===== config.mk =====
export PLATFORM = sky130hd
export DESIGN_NAME = packet_scheduler_flat
export DESIGN_NICKNAME = d
export VERILOG_FILES = /design/src/rtl/packet_scheduler_if.sv /design/src/rtl/packet_scheduler.sv /design/src/flat_wrapper.sv
export SDC_FILE = /design/constraint.sdc
export NUM_CORES = 1
export LEC_CHECK = 0
export CAP_MARGIN = 20
export CELL_PAD_IN_SITES_DETAIL_PLACEMENT = 1
export CELL_PAD_IN_SITES_GLOBAL_PLACEMENT = 1
export CORE_MARGIN = 5
export CORE_UTILIZATION = 40
export DETAILED_ROUTE_END_ITERATION = 10
export PLACE_DENSITY = 0.65
export SLEW_MARGIN = 30
export SYNTH_ARGS = -nofsm -noshare
export SYNTH_HDL_FRONTEND = slang
export SYNTH_SLANG_ARGS = --single-unit

===== constraint.sdc =====
create_clock -name clk_pixel -period 2.6 [get_ports clk_pixel]
set_input_delay 0.78 -clock clk_pixel [delete_from_list [all_inputs] [get_ports clk_pixel]]
set_output_delay 0.78 -clock clk_pixel [all_outputs]
set_load 0.1 [all_outputs]

===== src/rtl/packet_scheduler_if.sv =====
`default_nettype none
// ============================================================================
// Module      : packet_scheduler_if
// Description : Bundle of all data-path signals of packet_scheduler. The
//               scheduler sits on the slave modport. The audio source and
//               packet consumer sit on the master modport.
//   frame_start    source -> sched   1  one-cycle pulse at frame start
//   packet_slot    source -> sched   1  one-cycle pulse, packet slot granted
//   audio_valid    source -> sched   1  source offers a stereo pair
//   audio_ready    sched  -> source  1  FIFO can accept a pair
//   audio_left/right source -> sched 24 L-PCM sample words
//   packet_valid   sched  -> sink    1  packet_type / samples valid
//   packet_type    sched  -> sink    8  HDMI packet header byte 0
//   sample_left/right sched -> sink  24 stereo pair for audio sample packet
//   fifo_level     sched  -> sink    5  FIFO occupancy
// Revision    : 1.0  initial release
// ============================================================================
interface packet_scheduler_if;
    logic        frame_start;
    logic        packet_slot;
    logic        audio_valid;
    logic        audio_ready;
    logic [23:0] audio_left;
    logic [23:0] audio_right;
    logic        packet_valid;
    logic [7:0]  packet_type;
    logic [23:0] sample_left;
    logic [23:0] sample_right;
    logic [4:0]  fifo_level;

    modport slave (
        input  frame_start, packet_slot, audio_valid, audio_left, audio_right,
        output audio_ready, packet_valid, packet_type, sample_left,
               sample_right, fifo_level
    );

    modport master (
        output frame_start, packet_slot, audio_valid, audio_left, audio_right,
        input  audio_ready, packet_valid, packet_type, sample_left,
               sample_right, fifo_level
    );
endinterface
`default_nettype wire


===== src/rtl/packet_scheduler.sv =====
`default_nettype none
// ============================================================================
// Module      : packet_scheduler
// Description : HDMI data-island packet scheduler. Buffers stereo audio pairs
//               in a small FIFO, raises an Audio Clock Regeneration request
//               every ACR_PERIOD pixel clocks, and on each granted packet slot
//               picks one packet: ACR > audio sample > AVI InfoFrame >
//               Audio InfoFrame > null.
// Ports       : clk_pixel  in   pixel clock, rising edge
//               reset_n    in   asynchronous active-low reset
//               bus        slave modport of packet_scheduler_if (frame_start,
//                          packet_slot, audio stream in, packet stream out,
//                          fifo_level)
// Parameters  : ACR_PERIOD  clk_pixel cycles between ACR requests
//               FIFO_DEPTH  audio FIFO depth in pairs (power of two, 2..16)
// Macro       : PACKET_SCHEDULER_INFOFRAME_EN - when defined, frame_start
//               schedules AVI (0x82) and Audio (0x84) InfoFrames; when
//               undefined frame_start is ignored and those types never appear.
// Revision    : 1.0  initial release
// ============================================================================
module packet_scheduler #(
    parameter int ACR_PERIOD = 25200,
    parameter int FIFO_DEPTH = 4
) (
    input  logic                clk_pixel,
    input  logic                reset_n,
    packet_scheduler_if.slave   bus
);

    localparam int         c_PTR_W      = $clog2(FIFO_DEPTH);
    localparam int         c_CNT_W      = (ACR_PERIOD > 1) ? $clog2(ACR_PERIOD) : 1;
    localparam logic [4:0] c_DEPTH      = 5'(FIFO_DEPTH);
    localparam logic [7:0] c_TYPE_NULL  = 8'h00;
    localparam logic [7:0] c_TYPE_ACR   = 8'h01;
    localparam logic [7:0] c_TYPE_AUDIO = 8'h02;
    localparam logic [7:0] c_TYPE_AVI   = 8'h82;
    localparam logic [7:0] c_TYPE_AIF   = 8'h84;

    // FIFO state
    logic [23:0]         r_mem_left  [FIFO_DEPTH];
    logic [23:0]         r_mem_right [FIFO_DEPTH];
    logic [c_PTR_W-1:0]  r_wr_ptr;
    logic [c_PTR_W-1:0]  r_rd_ptr;
    logic [4:0]          r_level;
    logic                r_ready;

    // ACR request generation
    logic [c_CNT_W-1:0]  r_acr_cnt;
    logic                r_acr_pending;

    // Registered packet outputs
    logic                r_packet_valid;
    logic [7:0]          r_packet_type;
    logic [23:0]         r_sample_left;
    logic [23:0]         r_sample_right;

    // Combinational control
    logic                w_push;
    logic                w_pop;
    logic                w_wrap;
    logic                w_acr_sent;
    logic                w_avi_sent;
    logic                w_aif_sent;
    logic                w_avi_pending;
    logic                w_aif_pending;
    logic [7:0]          w_sel_type;
    logic [4:0]          w_level_next;

    // Selection uses only registered level/flags, so a pair pushed in the
    // slot cycle is never eligible for that same slot.
    always_comb begin
        w_sel_type = c_TYPE_NULL;
        if (r_acr_pending) begin
            w_sel_type = c_TYPE_ACR;
        end else if (r_level != 5'd0) begin
            w_sel_type = c_TYPE_AUDIO;
        end else if (w_avi_pending) begin
            w_sel_type = c_TYPE_AVI;
        end else if (w_aif_pending) begin
            w_sel_type = c_TYPE_AIF;
        end
    end

    assign w_push     = bus.audio_valid && r_ready;
    assign w_pop      = bus.packet_slot && (w_sel_type == c_TYPE_AUDIO);
    assign w_acr_sent = bus.packet_slot && (w_sel_type == c_TYPE_ACR);
    assign w_avi_sent = bus.packet_slot && (w_sel_type == c_TYPE_AVI);
    assign w_aif_sent = bus.packet_slot && (w_sel_type == c_TYPE_AIF);
    assign w_wrap     = (r_acr_cnt == c_CNT_W'(ACR_PERIOD - 1));

    always_comb begin
        w_level_next = r_level;
        if (w_push && !w_pop) begin
            w_level_next = r_level + 5'd1;
        end else if (!w_push && w_pop) begin
            w_level_next = r_level - 5'd1;
        end
    end

    // Sample storage carries no reset; emptiness is tracked by the pointers
    // and level alone.
    always_ff @(posedge clk_pixel) begin
        if (w_push) begin
            r_mem_left[r_wr_ptr]  <= bus.audio_left;
            r_mem_right[r_wr_ptr] <= bus.audio_right;
        end
    end

    always_ff @(posedge clk_pixel or negedge reset_n) begin
        if (!reset_n) begin
            r_wr_ptr       <= '0;
            r_rd_ptr       <= '0;
            r_level        <= 5'd0;
            r_ready        <= 1'b0;
            r_acr_cnt      <= '0;
            r_acr_pending  <= 1'b0;
            r_packet_valid <= 1'b0;
            r_packet_type  <= c_TYPE_NULL;
            r_sample_left  <= 24'd0;
            r_sample_right <= 24'd0;
        end else begin
            // Power-of-two depth lets the pointers wrap naturally.
            if (w_push) begin
                r_wr_ptr <= r_wr_ptr + c_PTR_W'(1);
            end
            if (w_pop) begin
                r_rd_ptr       <= r_rd_ptr + c_PTR_W'(1);
                r_sample_left  <= r_mem_left[r_rd_ptr];
                r_sample_right <= r_mem_right[r_rd_ptr];
            end
            r_level <= w_level_next;
            // Registered ready stays low through reset and rises on the
            // first edge afterwards.
            r_ready <= (w_level_next != c_DEPTH);

            r_acr_cnt     <= w_wrap ? '0 : r_acr_cnt + c_CNT_W'(1);
            // A wrap coinciding with the ACR send keeps the request alive.
            r_acr_pending <= w_wrap || (r_acr_pending && !w_acr_sent);

            r_packet_valid <= bus.packet_slot;
            if (bus.packet_slot) begin
                r_packet_type <= w_sel_type;
            end
        end
    end

`ifdef PACKET_SCHEDULER_INFOFRAME_EN
    logic r_avi_pending;
    logic r_aif_pending;

    // frame_start wins over a same-cycle InfoFrame send.
    always_ff @(posedge clk_pixel or negedge reset_n) begin
        if (!reset_n) begin
            r_avi_pending <= 1'b0;
            r_aif_pending <= 1'b0;
        end else begin
            r_avi_pending <= bus.frame_start || (r_avi_pending && !w_avi_sent);
            r_aif_pending <= bus.frame_start || (r_aif_pending && !w_aif_sent);
        end
    end

    assign w_avi_pending = r_avi_pending;
    assign w_aif_pending = r_aif_pending;
`else
    logic w_unused;

    assign w_avi_pending = 1'b0;
    assign w_aif_pending = 1'b0;
    assign w_unused      = &{1'b0, bus.frame_start, w_avi_sent, w_aif_sent};
`endif

    assign bus.audio_ready  = r_ready;
    assign bus.packet_valid = r_packet_valid;
    assign bus.packet_type  = r_packet_type;
    assign bus.sample_left  = r_sample_left;
    assign bus.sample_right = r_sample_right;
    assign bus.fifo_level   = r_level;

endmodule
`default_nettype wire

===== src/flat_wrapper.sv =====
// flat-port wrapper written by rule: the top's interface ports become plain ports
module packet_scheduler_flat 
#(
    parameter int ACR_PERIOD = 25200,
    parameter int FIFO_DEPTH = 4
)
  (clk_pixel, reset_n, bus_frame_start, bus_packet_slot, bus_audio_valid, bus_audio_left, bus_audio_right, bus_audio_ready, bus_packet_valid, bus_packet_type, bus_sample_left, bus_sample_right, bus_fifo_level);
  packet_scheduler_if bus_i ();
  input  logic clk_pixel;
  input  logic reset_n;
  input wire logic [$bits(bus_i.frame_start)-1:0] bus_frame_start;
  input wire logic [$bits(bus_i.packet_slot)-1:0] bus_packet_slot;
  input wire logic [$bits(bus_i.audio_valid)-1:0] bus_audio_valid;
  input wire logic [$bits(bus_i.audio_left)-1:0] bus_audio_left;
  input wire logic [$bits(bus_i.audio_right)-1:0] bus_audio_right;
  output wire logic [$bits(bus_i.audio_ready)-1:0] bus_audio_ready;
  output wire logic [$bits(bus_i.packet_valid)-1:0] bus_packet_valid;
  output wire logic [$bits(bus_i.packet_type)-1:0] bus_packet_type;
  output wire logic [$bits(bus_i.sample_left)-1:0] bus_sample_left;
  output wire logic [$bits(bus_i.sample_right)-1:0] bus_sample_right;
  output wire logic [$bits(bus_i.fifo_level)-1:0] bus_fifo_level;
  assign bus_i.frame_start = bus_frame_start;
  assign bus_i.packet_slot = bus_packet_slot;
  assign bus_i.audio_valid = bus_audio_valid;
  assign bus_i.audio_left = bus_audio_left;
  assign bus_i.audio_right = bus_audio_right;
  assign bus_audio_ready = bus_i.audio_ready;
  assign bus_packet_valid = bus_i.packet_valid;
  assign bus_packet_type = bus_i.packet_type;
  assign bus_sample_left = bus_i.sample_left;
  assign bus_sample_right = bus_i.sample_right;
  assign bus_fifo_level = bus_i.fifo_level;
  packet_scheduler #(.ACR_PERIOD(ACR_PERIOD), .FIFO_DEPTH(FIFO_DEPTH)) u_core (.clk_pixel(clk_pixel), .reset_n(reset_n), .bus(bus_i));
endmodule

==> results.json <==
{
  "status": "finished clean",
  "critical_path_depth": 1,
  "mostFrequentLayoutCell": "edfxtp_1",
  "async_flop_share_pct": 28.6,
  "finalCriticalPeriod_ns": 2.25,
  "syn_avg_cell_area_um2": 20.6,
  "drive_above_1_share_pct": 31.2,
  "postSynthCellCount": 496,
  "cp_cell_sequence": "buf_4",
  "place_area_mm2": 0.0117,
  "crit_family": "flip-flops",
  "required_ns": 1.82,
  "power_frac_seq_pct": 36.2,
  "place_congestion": 0.729,
  "vdd_drop_max_uv": 1130,
  "worst_clock_skew_ns": 0.0203,
  "core_mm2": 0.0252,
  "post-synth-top-area-fraction_pct": 56.5,
  "vias": 4984,
  "ys_seq_area_share_pct": 75.3,
  "die_x_um": 170,
  "swShare_pct": 40.1,
  "worstHoldPathType": "in2async",
  "clk_pin_slew_ns": 0.06,
  "die_area_mm2": 0.0288,
  "path_buf_inv": 1,
  "critPathMaxFanout": 8,
  "cts_root_buffer": "clkbuf_16",
  "leakagePower_nw": 4.63,
  "ant_nets": 0,
  "area_growth_syn_to_layout_pct": 24.5,
  "fin_area_mm2": 0.0127,
  "start_util_pct": 40.5,
  "antenna_found_initial": 1,
  "first_pass_iters": 4,
  "finalCritPeriodShare_pct": 86.7,
  "postRouteWirelength_mm": 21.1,
  "drt_first_iter_violations": 319,
  "clk_path_buf_depth": 3,
  "crit_arrival_ns": 1.47,
  "tns_ns": 0,
  "crit_path_top_delay_cell": "dfrtp_1",
  "drc_errors": 0,
  "nNetsFinal": 698,
  "wire_per_inst_um": 21.3,
  "overflow": 0,
  "cts_tree": "yes",
  "critPathLaunchType": "register",
  "grt_pass1_vias": 5596,
  "h-tree-depth": 1,
  "synth_edf_count": 192,
  "clock_latency_ns": 0.54,
  "synthTopCellsByArea": "edfxtp_1, dfrtp_1, mux4_2",
  "switchingPower_mw": 6.93,
  "yosysTopAreaCell": "edfxtp_1",
  "power.total_mw": 17.3,
  "comb_power_share_pct": 39.7,
  "clkPwrFrac_pct": 24.1,
  "ff2ff_path_depth": 8,
  "cts_buffers": 29,
  "crit_type": "reg2out",
  "clkSinkCount": 269,
  "setup_viol_count_final": 0,
  "power_density_mw_per_mm2": 1360,
  "post-cts-setup-buffer-count": 0,
  "yosysWarnings": 0,
  "final_cell_mix": "edfxtp_1, dfrtp_1, buf_4",
  "num_rows": 58,
  "grt_pass1_wl_mm": 32.6,
  "p_int_mw": 10.3,
  "place_inst": 937,
  "synth_cell_types": 45,
  "dp_hpwl_mm": 13.2,
  "grt_max_degree": 41,
  "io_buffers": 108,
  "vias_per_cell": 5.02,
  "holdBufCountCts": 0,
  "rsz0062_at_grt": "false",
  "ys_ff_latch": 269,
  "synth-main-ff-cell": "edfxtp_1",
  "instances_no_fill": 992,
  "cp-end-kind": "output port",
  "crit_path_max_incr_delay_ns": 0.58,
  "cap_viol_max_count": 0,
  "cts-resized-gates": 0,
  "slew_violations": 0,
  "die_h_um": 170,
  "synth_area_mm2": 0.0102,
  "final-hold-violation-count": 0,
  "io_pins": 116,
  "grt_usage_pct": 14.7,
  "max_freq_mhz": 444,
  "fin_util_pct": 50.5
}
-- logic make-up (layout without fill, tap and decap cells) --
kind of cell	after synthesis	after routing	synth area share, %
DFF	269	269	75.3
muxes	97	97	16.0
AOI/OAI and AO/OA	15	15	1.13
buffers and inverters	31	191	1.64
and+or+nand+nor	56	56	3.21
other	1	7	0.0367
adders and majority gates	7	7	0.858
xor gates and xnor gates	20	20	1.79
-- Yosys cell counts, drive strengths merged (2+ instances only) --
master	instances
nor4	2
nand4	3
nor4b	2
a21o	2
xor2	9
nand2	10
nor3	4
and3	6
clkbuf	4
dfrtp	77
ha	7
a21oi	3
nand2b	2
xnor2	11
nand3	8
o21ai	2
buf	20
nor2	14
a31oi	2
mux4	48
edfxtp	192
mux2	49
inv	7
-- power by group through the flow --
stage,registers [mW],logic (mW),clock network (mW)
2_1_floorplan,9.19,2.23,0
3_3_place_gp,6.28,6.89,0
3_5_place_dp,6.35,6.97,0
4_1_cts,6.28,6.99,4.28
5_1_grt,6.36,7.17,4.48
6_report,6.25,6.86,4.16
-- worst paths after layout --
kind / slack, ns / startpoint / end
min reg2reg: 0.49 / u_core.bus.sample_right[22] / u_core.bus.sample_right[22]
min in group clk_pixel: 0.49 / u_core.bus.sample_right[22] / u_core.bus.sample_right[22]
min: 0.17 / reset_n / u_core.bus.sample_right[10]
max in group asynchronous: 1.85 / reset_n / u_core.bus.sample_right[16]
max: 0.35 / u_core.bus.fifo_level[2] / bus_fifo_level[2]
max reg2reg: 0.54 / u_core.bus.fifo_level[1] / u_core.bus.audio_ready
-- flip-flops by register name (all words and copies together), names as in the netlist, 2 cells and up --
register	flops
u_core.bus.fifo_level	5
u_core.r_mem_left	96
u_core.r_wr_ptr	2
u_core.r_acr_cnt	15
u_core.r_mem_right	96
u_core.r_rd_ptr	2
u_core.bus.sample_left	24
u_core.bus.packet_type	2
u_core.bus.sample_right	24
-- per-layer routing --
layer	global-route usage (%)	wire length [um]	part of all wire, %	vias to the layer above
li1	-	-	-	2233
met1	18.7	8790	42	2615
met2	26.0	11000	52	104
met3	2.82	901	4.3	32
met4	3.61	476	2.3	0
met5	0	0	0	-
-- through the flow --
stage               setup slack [ns]  hold slack (ns)
finish                         0.346            0.171
global route                   0.295            0.179
CTS                            0.318            0.172
detailed placement             0.143            0.480
global placement               0.191            0.465
floorplan                      0.189            0.455
-- cell type report --
cell class / count / area, um2
fillers: 2272 / 12500
flip-flops and latches: 269 / 7700
multi-input cells: 201 / 2370
repair buffers: 130 / 1210
clock buffers: 39 / 793
well taps: 330 / 413
clock inverters: 15 / 194
inverters: 7 / 26.3
diodes: 1 / 2.50
(Power assumes the default switching activity.)
==> RTL edit, RTL diff (same flow settings) <==
Build with the macro `PACKET_SCHEDULER_INFOFRAME_EN` defined.
--- a/src/rtl/packet_scheduler.sv
+++ b/src/rtl/packet_scheduler.sv
@@ -20,2 +20,4 @@
 // ============================================================================
+`define PACKET_SCHEDULER_INFOFRAME_EN
+
 module packet_scheduler #(
Behaviour: not the same (Yosys sat finds a counterexample within 4 cycles, from zero or initial values and one cycle with reset_n low).
==> RTL edit against the original RTL <==
- global-route usage is 0.54 points higher
- hold slack better by 12 ps
- setup slack better by 65 ps
- synthesized area is 1.5% higher
- design area is 0.57% higher
- sequential cell count is 4 higher
- power is 1.1% lower
- synthesized cell count is 3.4% higher
- routed wire length is 2.5% higher
- via count is 3.8% higher
- maximum frequency is 3.0% higher
- largest cell class unchanged
==> RTL edit: results (changes against the original RTL) <==
| Metric | Value |
|---|---|
| Number of fill cells | 2,379 (+4.7%) |
| Vias in the first global route | 5,975 (+6.8%) |
| Wire per inst | 21.5 microns (+0.74%) |
| Max VDD drop | 0.000915 V (-19%) |
| Routability Congestion | 0.808 (+11%) |
| Synth top area cells | edfxtp_1, dfrtp_1, mux4_2 |
| Largest net degree at the start of global routing | 38 (-7.3%) |
| WL final | 21,700 microns (+2.5%) |
| IO Port Bufs | 111 (+2.8%) |
| Cells after Synth | 513 (+3.4%) |
| Pre-Repair DR Iteration Count | 4 (unchanged) |
| Antenna diodes | 0 (-1) |
| Register area share after synthesis | 75.2% (-0.15 points) |
| DP HPWL | 13,400 microns (+1.5%) |
| Clock skew | 30.4 ps (+10.2 ps) |
| CP max stage delay | 530 ps (-50 ps) |
| Iter 0 DRT Violations | 308 (-3.4%) |
| CP max-delay cell | dfrtp_1 |
| Placed cell count | 957 (+2.1%) |
| Cell variety after synth | 43 (-4.4%) |
| Run status | completed |
| Clock root cell | clkbuf_16 |
| WP data arrival | 1410 ps (-60 ps) |
| R2r setup slk | 520 ps (-20 ps) |
| Cell leakage power | 4.63 nW (about the same) |
| Vias per inst | 5.13 (+2.0%) |
| Ys async rst share | 29.7% (+1.0 points) |
| H-tree levels | 1 (unchanged) |
| CP max FO | 9 (+1) |
| Total Nets Final | 713 (+2.1%) |
| First-pass GRT wire length | 34,400 microns (+5.4%) |
| Layout cells sized above 1 | 33.7% (+2.5 points) |
| GR Util All Layers | 15.2% (+0.54 points) |
| Synth top cells by count | edfxtp_1, dfrtp_1, mux2_2, mux4_2, nor2_1 |
| Num CTS Buffers | 28 (-3.4%) |
| Slew @ Worst Pin | 649 ps |
[RTL edit: cell types whose count changed after synthesis, sizes merged, moves of 2 or more]
cell | unedited run | this run
dfrtp | 77 | 81
buf | 20 | 17
nand4 | 3 | 5
inv | 7 | 9
nor4 | 2 | 5
clkbuf | 4 | 7
or3 | 0 | 2
[RTL edit: cells by family (layout without fill, tap and decap cells)]
logic type,after synthesis,after routing,share of synthesized area [%]
DFF,273,273,75.2
muxes,97,97,15.8
and+or+nand+nor,62,62,3.28
buffers and inverters,33,191,1.69
xor gates and xnor gates,20,20,1.69
AOI/OAI and AO/OA,19,19,1.39
adders and majority gates,8,8,0.966
other,1,4,0.0362
[RTL edit: layer usage]
layer | vias to the layer above | GRT usage [%] | share of wire [%]
met5 | - | 0 | 0.092
met3 | 35 | 3.54 | 5.0
met2 | 104 | 26.9 | 51
met1 | 2743 | 19.1 | 42
li1 | 2289 | - | -
met4 | 2 | 3.48 | 1.9
[RTL edit: path summary, 6_finish.rpt]
path / start / end / cells after the start
setup / recovery: u_core.bus.fifo_level[2] / bus_fifo_level[2] / 1
hold / removal: reset_n / u_core.bus.sample_left[9] / 1
setup reg to reg: u_core.bus.fifo_level[1] / u_core.bus.audio_ready / 7
hold reg to reg: u_core.bus.packet_type[7] / u_core.bus.packet_type[7] / 1
max in group asynchronous: reset_n / u_core.bus.sample_right[0] / 2
min in group clk_pixel: u_core.bus.packet_type[7] / u_core.bus.packet_type[7] / 1
[RTL edit: where the power goes]
part | internal (mW) | switching, mW | total (mW)
clock | 2.12 | 1.55 | 3.67
combinational | 2.18 | 4.76 | 6.94
sequential | 5.82 | 0.656 | 6.48
[RTL edit: layout make-up]
| type | instances | area (sq um) | share of cell area, % |
|---|---|---|---|
| flip-flops and latches | 273 | 7800 | 61.0 |
| multi-input cells | 210 | 2420 | 18.9 |
| repair buffers | 130 | 1270 | 9.90 |
| clock buffers | 48 | 816 | 6.38 |
| well taps | 335 | 419 | 3.28 |
| inverters | 9 | 33.8 | 0.264 |
| clock inverters | 4 | 31.3 | 0.245 |
[RTL edit: stage by stage]
step	total power [mW]	utilization, %	area (sq um)	hold WS [ps]	worst slack (ps)
floorplan	11.7	-	10400	455	230
global placement	13.5	46.3	11900	466	192
detailed placement	13.6	46.3	11900	480	104
CTS	17.4	49.6	12800	173	387
global route	17.9	49.6	12800	184	348
finish	17.1	49.6	12800	183	411
